<file path="src/rtl/pc_sequencer.sv">
// pc_sequencer: program counter sequencing with stall buffering of redirects.
// Optional misaligned-target fault checking is enabled by defining PC_ALIGN_CHECK_EN.
module pc_sequencer #(
    parameter logic [31:0] RESET_VECTOR = 32'h0000_0000,
    parameter int          CNT_W        = 16
) (
    input  logic             CLK,
    input  logic             RESET,
    input  logic             I_BUSYWAIT,
    input  logic             D_BUSYWAIT,
    input  logic             JUMP,
    input  logic             BRANCH,
    input  logic             ZERO,
    input  logic [31:0]      OFFSET,
    output logic [31:0]      PC,
    output logic             FETCH_VALID,
    output logic [CNT_W-1:0] STALL_CNT,
    output logic             MISALIGN
);
    localparam logic [1:0] RUN   = 2'b00;
    localparam logic [1:0] STALL = 2'b01;
    localparam logic [1:0] FAULT = 2'b10;

    logic [1:0]       r_state, w_next_state;
    logic [31:0]      r_pc, r_pend_target, w_pc_plus4, w_raw_target, w_target;
    logic             r_pend_valid, r_misalign;
    logic [CNT_W-1:0] r_stall_cnt;
    logic             w_stall, w_taken, w_bad_run, w_bad_rel;
    logic             w_run_go, w_run_hold, w_release;

    assign w_stall      = I_BUSYWAIT | D_BUSYWAIT;
    assign w_taken      = JUMP | (BRANCH & ZERO);
    assign w_pc_plus4   = r_pc + 32'd4;
    assign w_raw_target = w_pc_plus4 + OFFSET;
    assign w_run_go     = (r_state == RUN) && !w_stall;
    assign w_run_hold   = (r_state == RUN) && w_stall;
    assign w_release    = (r_state == STALL) && !w_stall;
`ifdef PC_ALIGN_CHECK_EN
    assign w_target  = w_raw_target;
    assign w_bad_run = w_taken && (w_target[1:0] != 2'b00);
    assign w_bad_rel = r_pend_valid && (r_pend_target[1:0] != 2'b00);
`else
    assign w_target  = w_raw_target & ~32'd3;
    assign w_bad_run = 1'b0;
    assign w_bad_rel = 1'b0;
`endif

    // State register; reset forces RUN
    always_ff @(posedge CLK) begin
        r_state <= RESET ? RUN : w_next_state;
    end

    // Next-state decision; the unused encoding falls back to RUN
    always_comb begin
        w_next_state = (r_state == FAULT) ? FAULT :
                       (r_state == RUN)   ? (w_stall ? STALL : (w_bad_run ? FAULT : RUN)) :
                       (r_state == STALL) ? (w_stall ? STALL : (w_bad_rel ? FAULT : RUN)) :
                       RUN;
    end

    // Outputs: fetch advances only in RUN without a stall, never during reset
    always_comb begin
        FETCH_VALID = !RESET && w_run_go;
        PC          = r_pc;
        STALL_CNT   = r_stall_cnt;
        MISALIGN    = r_misalign;
    end

    // PC and pending-redirect datapath; the redirect is captured only on the RUN->STALL edge
    always_ff @(posedge CLK) begin
        if (RESET) begin
            r_pc          <= RESET_VECTOR;
            r_pend_valid  <= 1'b0;
            r_pend_target <= 32'd0;
        end else if (w_run_go) begin
            if (!w_bad_run) r_pc <= w_taken ? w_target : w_pc_plus4;
        end else if (w_run_hold) begin
            if (w_taken) begin
                r_pend_target <= w_target;
                r_pend_valid  <= 1'b1;
            end
        end else if (w_release) begin
            if (!w_bad_rel) r_pc <= r_pend_valid ? r_pend_target : w_pc_plus4;
            r_pend_valid <= 1'b0;
        end
    end

    // Saturating count of stalled cycles and sticky misalignment flag
    always_ff @(posedge CLK) begin
        if (RESET) begin
            r_stall_cnt <= '0;
            r_misalign  <= 1'b0;
        end else begin
            if (w_stall && (r_stall_cnt != {CNT_W{1'b1}})) r_stall_cnt <= r_stall_cnt + CNT_W'(1);
            r_misalign <= r_misalign | (w_next_state == FAULT);
        end
    end
endmodule

</file>
<file path="config.mk">
export PLATFORM = sky130hd
export DESIGN_NAME = pc_sequencer
export DESIGN_NICKNAME = d
export VERILOG_FILES = /design/src/rtl/pc_sequencer.sv
export SDC_FILE = /design/constraint.sdc
export NUM_CORES = 1
export LEC_CHECK = 0
export CORE_ASPECT_RATIO = 0.8
export CORE_MARGIN = 2
export CORE_UTILIZATION = 45
export CTS_BUF_LIST = sky130_fd_sc_hd__clkbuf_4 sky130_fd_sc_hd__clkbuf_8
export DETAILED_ROUTE_END_ITERATION = 16
export GPL_TIMING_DRIVEN = 0
export PLACE_DENSITY = 0.79
export SLEW_MARGIN = 30
export SYNTH_ARGS = -nofsm -noshare
export SYNTH_HDL_FRONTEND = slang
export SYNTH_SLANG_ARGS = --single-unit
export TNS_END_PERCENT = 10
</file>
<file path="constraint.sdc">
create_clock -name CLK -period 10.2 [get_ports CLK]
set_clock_uncertainty 0.15 [all_clocks]
set_input_delay 2.04 -clock CLK [delete_from_list [all_inputs] [get_ports CLK]]
set_output_delay 2.04 -clock CLK [all_outputs]
set_load 0.01 [all_outputs]
</file>
# [Yosys cells after proc, flatten, opt, wreduce, memory -nomap -nowiden]
# Index checks and enable logic that the tools add are counted.
[totals] out_inout_bits=50 inputBits=39 reg_bits=82
[op_classes] n_bitwise=5 n_addsub=3 eq_ne=6 n_mux=12 n_reduce_logical=13
[op_table] cell="$mux 32" count=5
[op_table] cell="$add 32x3->32 const B" count=1
[op_table] cell="$add 32x32->32" count=1
[op_table] cell="$add 16x1->16 const B" count=1
[op_table] cell="$ne 16x16->1 const B" count=1
[op_table] cell="$mux 1" count=6
[op_table] cell="$reduce_and 3->1" count=2
[op_table] cell="$logic_and 1x1->1" count=5
[op_table] cell="$eq 2x2->1 const B" count=2
[op_table] cell="$ne 2x2->1 const B" count=2
[op_table] cell="$reduce_bool 2->1" count=2
[op_table] cell="$or 1x1->1" count=3
[op_table] cell="$eq 2x1->1 const B" count=1
[op_table] cell="$logic_not 1->1" count=2
[op_table] cell="$logic_not 2->1" count=1
[op_table] cell="$mux 2" count=1
[op_table] cell="$reduce_and 2->1" count=1
[op_table] cell="$and 1x1->1" count=1
[op_table] cell="$not 1->1" count=1

# [Logic depth before layout (Yosys ltp)]
# Gate-level depths: netlist of run 1.
[depth] ltp_word=7 depth_mapped=15 mapped_depth_nobuf=15

# [Worst setup path after synthesis of run 1]
# No wires, ideal clock.
[synth_timing] path_type="input-to-output" from="input D_BUSYWAIT" to="output FETCH_VALID" path_buffers=2 t_required_ns=8.010 slack_ns=4.947 path_stages=4 arrival_ns=3.063 cell_sequence="or3_1 -> clkbuf_1 -> clkbuf_1 -> nor3_1"
[synth_between] elab_chain_cells=4
[synth_lines] item="start: declaration" line_no="10" text="input logic D_BUSYWAIT,"
[synth_lines] item="$or 1x1->1" line_no="31" text="assign w_stall = I_BUSYWAIT | D_BUSYWAIT;"
[synth_lines] item="$logic_not 1->1" line_no="35" text="assign w_run_go = (r_state == RUN) && !w_stall;"
[synth_lines] item="$logic_and 1x1->1" line_no="35"
[synth_lines] item="$logic_and 1x1->1" line_no="63" text="FETCH_VALID = !RESET && w_run_go;"
[synth_lines] item="end: declaration" line_no="16" text="output logic FETCH_VALID,"
# Every way passes these cells.

# [Worst setup path after layout of run 1]
# Ends and elaborated chain as after synthesis.

==> impl_results.md, run 1 <==
- Status: completed
- Post-synth top cells: nand2_1, dfxtp_1, nor2_1
- Fmax: 150 MHz
- Fin nets: 976
- Final wirelength: 20900 um
- Unique cell type count in the Yosys netlist: 74
- RSZ-0062 raised after global routing: no
- Critical path arrival: 4.46 ns
- Critical path type: in2out
- Final Hold Fails: 0
- Worst Hold Depth: 2
- H-tree depth: 3
- Chip Width: 135 um
- Max Cap Viol: 0
- Initial core utilization: 45.7%
- Primary FF master, synth: dfxtp_1
- DR WL/cell: 19.3 um
- Core box area: 0.0135 mm^2
- R2R Path Start: PC[2]$_SDFFE_PP0P_
- Final setup viols: 0
- Synthesized cell area: 0.00614 mm^2
- Hold endpoint: r_pend_target[9]$_SDFFE_PP0P_
- Die area: 0.0146 mm^2
- Total negative slack: 0 ns
- GPL Wtd Cong: 0.923
- Hold_sp: r_pend_target[9]$_SDFFE_PP0P_
- Max-slew violations: 0
- Iter 0 DRT Violations: 947
- Finished Layout Cells: 1084
- Pwr dens: 124 mW/mm^2
- Clk buf depth: 2
- Die height: 109 um
- Ys Warns: 0
- Largest net degree at the start of global routing: 14
- CP Capture Type: primary output
- Drt first pass iters: 7
- Syn avg cell area: 7.64 um^2
- Number of synthesized flops with an enable pin: 0
- Vias in the first global route: 6244
- HP Class: reg2reg
- Top-level port count: 89
- Worst Path Max Fanout: 10
- Worst hold slack: 0.309 ns
- Synth area leaders: dfxtp_1, ha_1, nand2_1
- Peak VDD IR: 0.0865 mV
- Layout cell share with drive strength beyond 1: 5.31%
- Resize count post-CTS: 0
- Relative slew slack: 38.5%
- P_leak: 2.99 nW
- Synth-to-layout area growth: 21.5%
- First-pass GRT wire length: 32600 um
- Vias per inst: 6.28
- Crit path required time: 8.01 ns
- Clk sinks: 80
- Share of the yosys chip area belonging to registers: 26.1%
- Yosys top cell area share: 26.1%
- GRT Total Usage: 28.4%
- Diode count: 0
- Fin util: 55.5%
- Antenna viol nets, final: 0
- Most frequent cell after synthesis: nand2_1
- Min Tclk post-route: 6.65 ns
- Post-Syn Instances: 804
- Vias: 6812
- Least-Margin Pin Slew: 0.915 ns
- Worst-skew pair later-pin latency: 0.38 ns
- Clock Pin Slew Worst Setup and Hold Paths: 0.08 ns
- FFs w/ async S/R, synth: 0%
- # DRC: 0
- Inst Count DP: 1068
- DP Wirelength: 15300 um
- Hold_buf cts: 0
- Overflow after GRT: 0
- Row count: 38
- FF-to-FF setup slack: 5.30 ns
- CTS buffer count: 9
- Worst reg2reg path depth: 14
- Port bufs: 83
- FF-to-FF End: PC[31]$_SDFFE_PP0P_
- Post-synth top area cell: dfxtp_1
- Initial antenna violation count: 0
- Final period util: 65.2%
- #FFs+latches synth: 80
- CTS Root Cell: clkbuf_8
- CP Launch Type: input port
- CTS tree: built
- Setup bufs post-CTS: 0
==> flip-flops by register name, indices dropped and copies added, names as in the netlist <==
| register | count |
|---|---|
| MISALIGN | 1 |
| r_pend_valid | 1 |
| PC | 30 |
| r_pend_target | 30 |
| r_state | 2 |
| STALL_CNT | 16 |
==> how the worst max path moves through the flow <==
stage / startpoint / end / slack, ns / cells after the start
after floorplan: D_BUSYWAIT / FETCH_VALID / 4.95 / 4
after global placement: D_BUSYWAIT / FETCH_VALID / 3.68 / 6
after detailed placement: D_BUSYWAIT / FETCH_VALID / 3.70 / 6
after CTS: D_BUSYWAIT / FETCH_VALID / 3.58 / 6
after global routing: D_BUSYWAIT / FETCH_VALID / 3.55 / 6
final: D_BUSYWAIT / FETCH_VALID / 3.55 / 6
==> critical path, cell delays in order <==
cell	delay (ns)
clkdlybuf4s50_1	0.44
or3_1	0.38
clkbuf_1	0.29
clkbuf_1	0.38
nor3_1	0.33
clkdlybuf4s50_1	0.60
==> layout make-up <==
cell class                      instances  area [um^2]
Buffer                                 49          195
Clock inverter                          5          103
Tap cell                              180          225
Sequential cell                        80         1600
Clock buffer                           11          151
Multi-Input combinational cell        665         4320
Fill cell                            1293         5990
Timing Repair Buffer                   83          831
Inverter                               11         41.3
==> routing by layer <==
metal	global-route usage, %	vias to the layer above	share of wire [%]	routed length [um]
li1	-	3121	-	-
met1	39.3	3137	42	8820
met2	42.7	469	41	8680
met3	7.36	85	13	2680
met4	10.5	0	3.6	748
met5	0	-	0	0
==> logic make-up after synthesis <==
kind of cell | synth area share [%]
multiplexers | 4.46
AO/OA/AOI/OAI | 24.2
buffers and inverters | 3.85
XOR/XNOR | 9.65
other | 0.0610
adder cells (fa/ha/maj) | 7.74
flip-flops | 26.1
AND/OR/NAND/NOR | 24.0
==> power breakdown <==
part / total [mW] / switching, mW / internal [mW]
registers: 0.351 / 0.0194 / 0.332
logic: 0.270 / 0.161 / 0.108
clock network: 0.303 / 0.127 / 0.176
==> cell usage in the layout, fill, tap and decap left out, types with 11 or more instances in the layout <==
cell,count
nand2_1,106
clkdlybuf4s50_1,83
dfxtp_1,80
nor2_1,74
a21oi_1,73
xnor2_1,44
clkbuf_1,40
ha_1,38
nand3_1,35
o21ai_0,32
a211oi_1,23
xor2_1,20
nand4_1,19
a21o_1,19
nor3_1,17
and3_1,15
mux2i_1,15
and2_1,11
clkbuf_8,11
==> through the flow <==
| stage | power [mW] | cell area, um^2 | setup WS [ns] |
|---|---|---|---|
| 5_1_grt | 0.954 | 7460 | 3.55 |
| 3_5_place_dp | 0.616 | 7210 | 3.70 |
| 4_1_cts | 0.911 | 7460 | 3.58 |
| 3_3_place_gp | 0.611 | 7200 | 3.68 |
| 2_1_floorplan | 0.524 | 6150 | 4.95 |
| 6_report | 0.924 | 7460 | 3.55 |
No activity file was read; power rests on OpenSTA's default activity.
==> inputs of run 2 (changes only) <==
--- a/config.mk
+++ b/config.mk
@@ -11,7 +11,7 @@
 export CTS_BUF_LIST = sky130_fd_sc_hd__clkbuf_4 sky130_fd_sc_hd__clkbuf_8
 export DETAILED_ROUTE_END_ITERATION = 16
 export GPL_TIMING_DRIVEN = 0
-export PLACE_DENSITY = 0.79
+export PLACE_DENSITY = 0.82
 export SLEW_MARGIN = 30
 export SYNTH_ARGS = -nofsm -noshare
 export SYNTH_HDL_FRONTEND = slang
==> constraint.sdc (replaced) <==
create_clock -name CLK -period 5.95 [get_ports CLK]
set_clock_uncertainty 0.15 [all_clocks]
set_input_delay 1.19 -clock CLK [delete_from_list [all_inputs] [get_ports CLK]]
set_output_delay 1.19 -clock CLK [all_outputs]
set_load 0.01 [all_outputs]
==> impl_results.md, run 2 (synthesized netlist as in run 1, its figures left out) <==
- Worst hold slack: 0.305 ns (-0.00381 ns)
- Initial antenna violation count: 0 (unchanged)
- Row count: 38 (unchanged)
- Final wirelength: 20400 um (-2.4%)
- Status: completed
- CTS Root Cell: clkbuf_8
- Synth-to-layout area growth: 20.2%
- Worst Path Max Fanout: 10 (unchanged)
- DP Wirelength: 15200 um (-0.79%)
- Final Hold Fails: 0 (unchanged)
- Max Cap Viol: 0 (unchanged)
- R2R Path Start: PC[2]$_SDFFE_PP0P_
- H-tree depth: 3 (unchanged)
- Commonest non-fill, non-tap cell in the layout: nand2_1
- Largest net degree at the start of global routing: 13 (-1)
- Crit path launch: D_BUSYWAIT
- Worst reg2reg path depth: 14 (unchanged)
- Min Tclk post-route: 4.90 ns
- CTS tree: built
- Clk buf depth: 2 (unchanged)
- Top-level port count: 89 (unchanged)
- Final period util: 82.4%
- Critical path type: in2out
- Least-Margin Pin Slew: 0.958 ns (+0.0430 ns)
- # DRC: 0 (unchanged)
- Drt first pass iters: 8 (+1)
- Crit path required time: 4.61 ns (-3.40 ns)
- FF-to-FF End: PC[31]$_SDFFE_PP0P_
- Total negative slack: 0 ns (unchanged)
- FF-to-FF setup slack: 1.08 ns (-4.22 ns)
- RSZ-0062 raised after global routing: no
- GPL Wtd Cong: 0.926 (+0.38%)
- Die area: 0.0146 mm^2 (unchanged)
- Fmax: 204 MHz
- Die height: 109 um (unchanged)
- Pwr dens: 195 mW/mm^2 (+58%)
- CP Launch Type: input port
- Initial core utilization: 45.7% (unchanged)
- Antenna viol nets, final: 0 (unchanged)
- Hold_buf cts: 0 (unchanged)
- PnR worst setup slack: 1.05 ns (-2.50 ns)
- Layout cell share with drive strength beyond 1: 5.31% (unchanged)
- Commonest cells after routing, fill and taps aside: nand2_1, clkdlybuf4s50_1, dfxtp_1
- Relative slew slack: 35.9% (-2.6 points)
- GRT Total Usage: 27.6% (-0.85 points)
- Peak VDD IR: 0.118 mV (+37%)
- Fin nets: 976 (unchanged)
- Crit path cell chain: clkdlybuf4s50_1 > or3_1 > clkbuf_1 > clkbuf_1 > nor3_1 > clkdlybuf4s50_1
- Worst-skew pair later-pin latency: 0.37 ns (about the same)
- HP Class: reg2reg
- Vias in the first global route: 6060 (-2.9%)
- Vias: 6736 (-1.1%)
- Diode count: 0 (unchanged)
- Crit path to: FETCH_VALID
- Clk sinks: 80 (unchanged)
- DR WL/cell: 18.8 um (-2.4%)
- Slowest cell on the critical path: clkdlybuf4s50_1
- Clock Pin Slew Worst Setup and Hold Paths: 0.07 ns (about the same)
- Max-slew violations: 0 (unchanged)
- CTS buffer count: 9 (unchanged)
- P_leak: 2.96 nW (-1.1%)
- Iter 0 DRT Violations: 794 (-16%)
- Setup bufs post-CTS: 0 (unchanged)
- Resize count post-CTS: 0 (unchanged)
- DP Worst Slack: 1.17 ns (-2.53 ns)
- CP Capture Type: primary output
- Critical path arrival: 3.56 ns (-0.90 ns)
- Chip Width: 135 um (unchanged)
- First-pass GRT wire length: 31500 um (-3.4%)
- Overflow after GRT: 0 (unchanged)
- Crit path largest cell delay: 0.59 ns (about the same)
- Port bufs: 83 (unchanged)
- Vias per inst: 6.21 (-1.1%)
- Core box area: 0.0135 mm^2 (unchanged)
- Final setup viols: 0 (unchanged)
[run 2: layout make-up]
class,instances,area (um^2)
Multi-Input combinational cell,665,4320
Fill cell,1294,6070
Sequential cell,80,1600
Timing Repair Buffer,83,831
Clock buffer,13,160
Tap cell,180,225
Clock inverter,3,17.5
Buffer,49,195
Inverter,11,41.3
[run 2: where the power goes]
part           switching (mW)  total (mW)  internal (mW)
Clock                   0.206       0.382          0.176
Sequential             0.0335       0.602          0.569
Combinational           0.273       0.459          0.186
[run 2: worst min path at each step]
stage | end | cells after the start | slack [ns] | startpoint
after floorplan | r_pend_target[21]$_SDFFE_PP0P_ | 2 | 0.28 | r_pend_target[21]$_SDFFE_PP0P_
after global placement | r_pend_target[16]$_SDFFE_PP0P_ | 2 | 0.29 | r_pend_target[16]$_SDFFE_PP0P_
after detailed placement | r_pend_target[21]$_SDFFE_PP0P_ | 2 | 0.30 | r_pend_target[21]$_SDFFE_PP0P_
after CTS | r_pend_target[20]$_SDFFE_PP0P_ | 2 | 0.31 | r_pend_target[20]$_SDFFE_PP0P_
after global routing | r_pend_target[21]$_SDFFE_PP0P_ | 2 | 0.32 | r_pend_target[21]$_SDFFE_PP0P_
final | r_pend_target[4]$_SDFFE_PP0P_ | 2 | 0.31 | r_pend_target[4]$_SDFFE_PP0P_
[run 2: layer usage]
layer  vias to the layer above  GRT usage, %  wire length [um]  share of wire, %
met4                         0          8.72               477               2.3
met1                      3094          38.0              8560                42
met2                       460          42.1              8690                43
met5                         -             0                 0                 0
met3                        68          7.27              2700                13
li1                       3114             -                 -                 -
[run 2: metrics by stage]
step                      utilization (%)  cells  total power, mW  instance area, um^2
final                                54.9   1084             1.44                 7390
after global routing                 54.9   1084             1.50                 7390
after CTS                            54.9   1084             1.42                 7390
after detailed placement             53.6   1068             1.05                 7210
after global placement               53.5   1068             1.05                 7200
after floorplan                         -    805            0.899                 6150
[run 2: critical path, delay by kind of cell]
family	cells	cell delay (ns)
simple gates	2	0.65
buf+inv	4	1.72
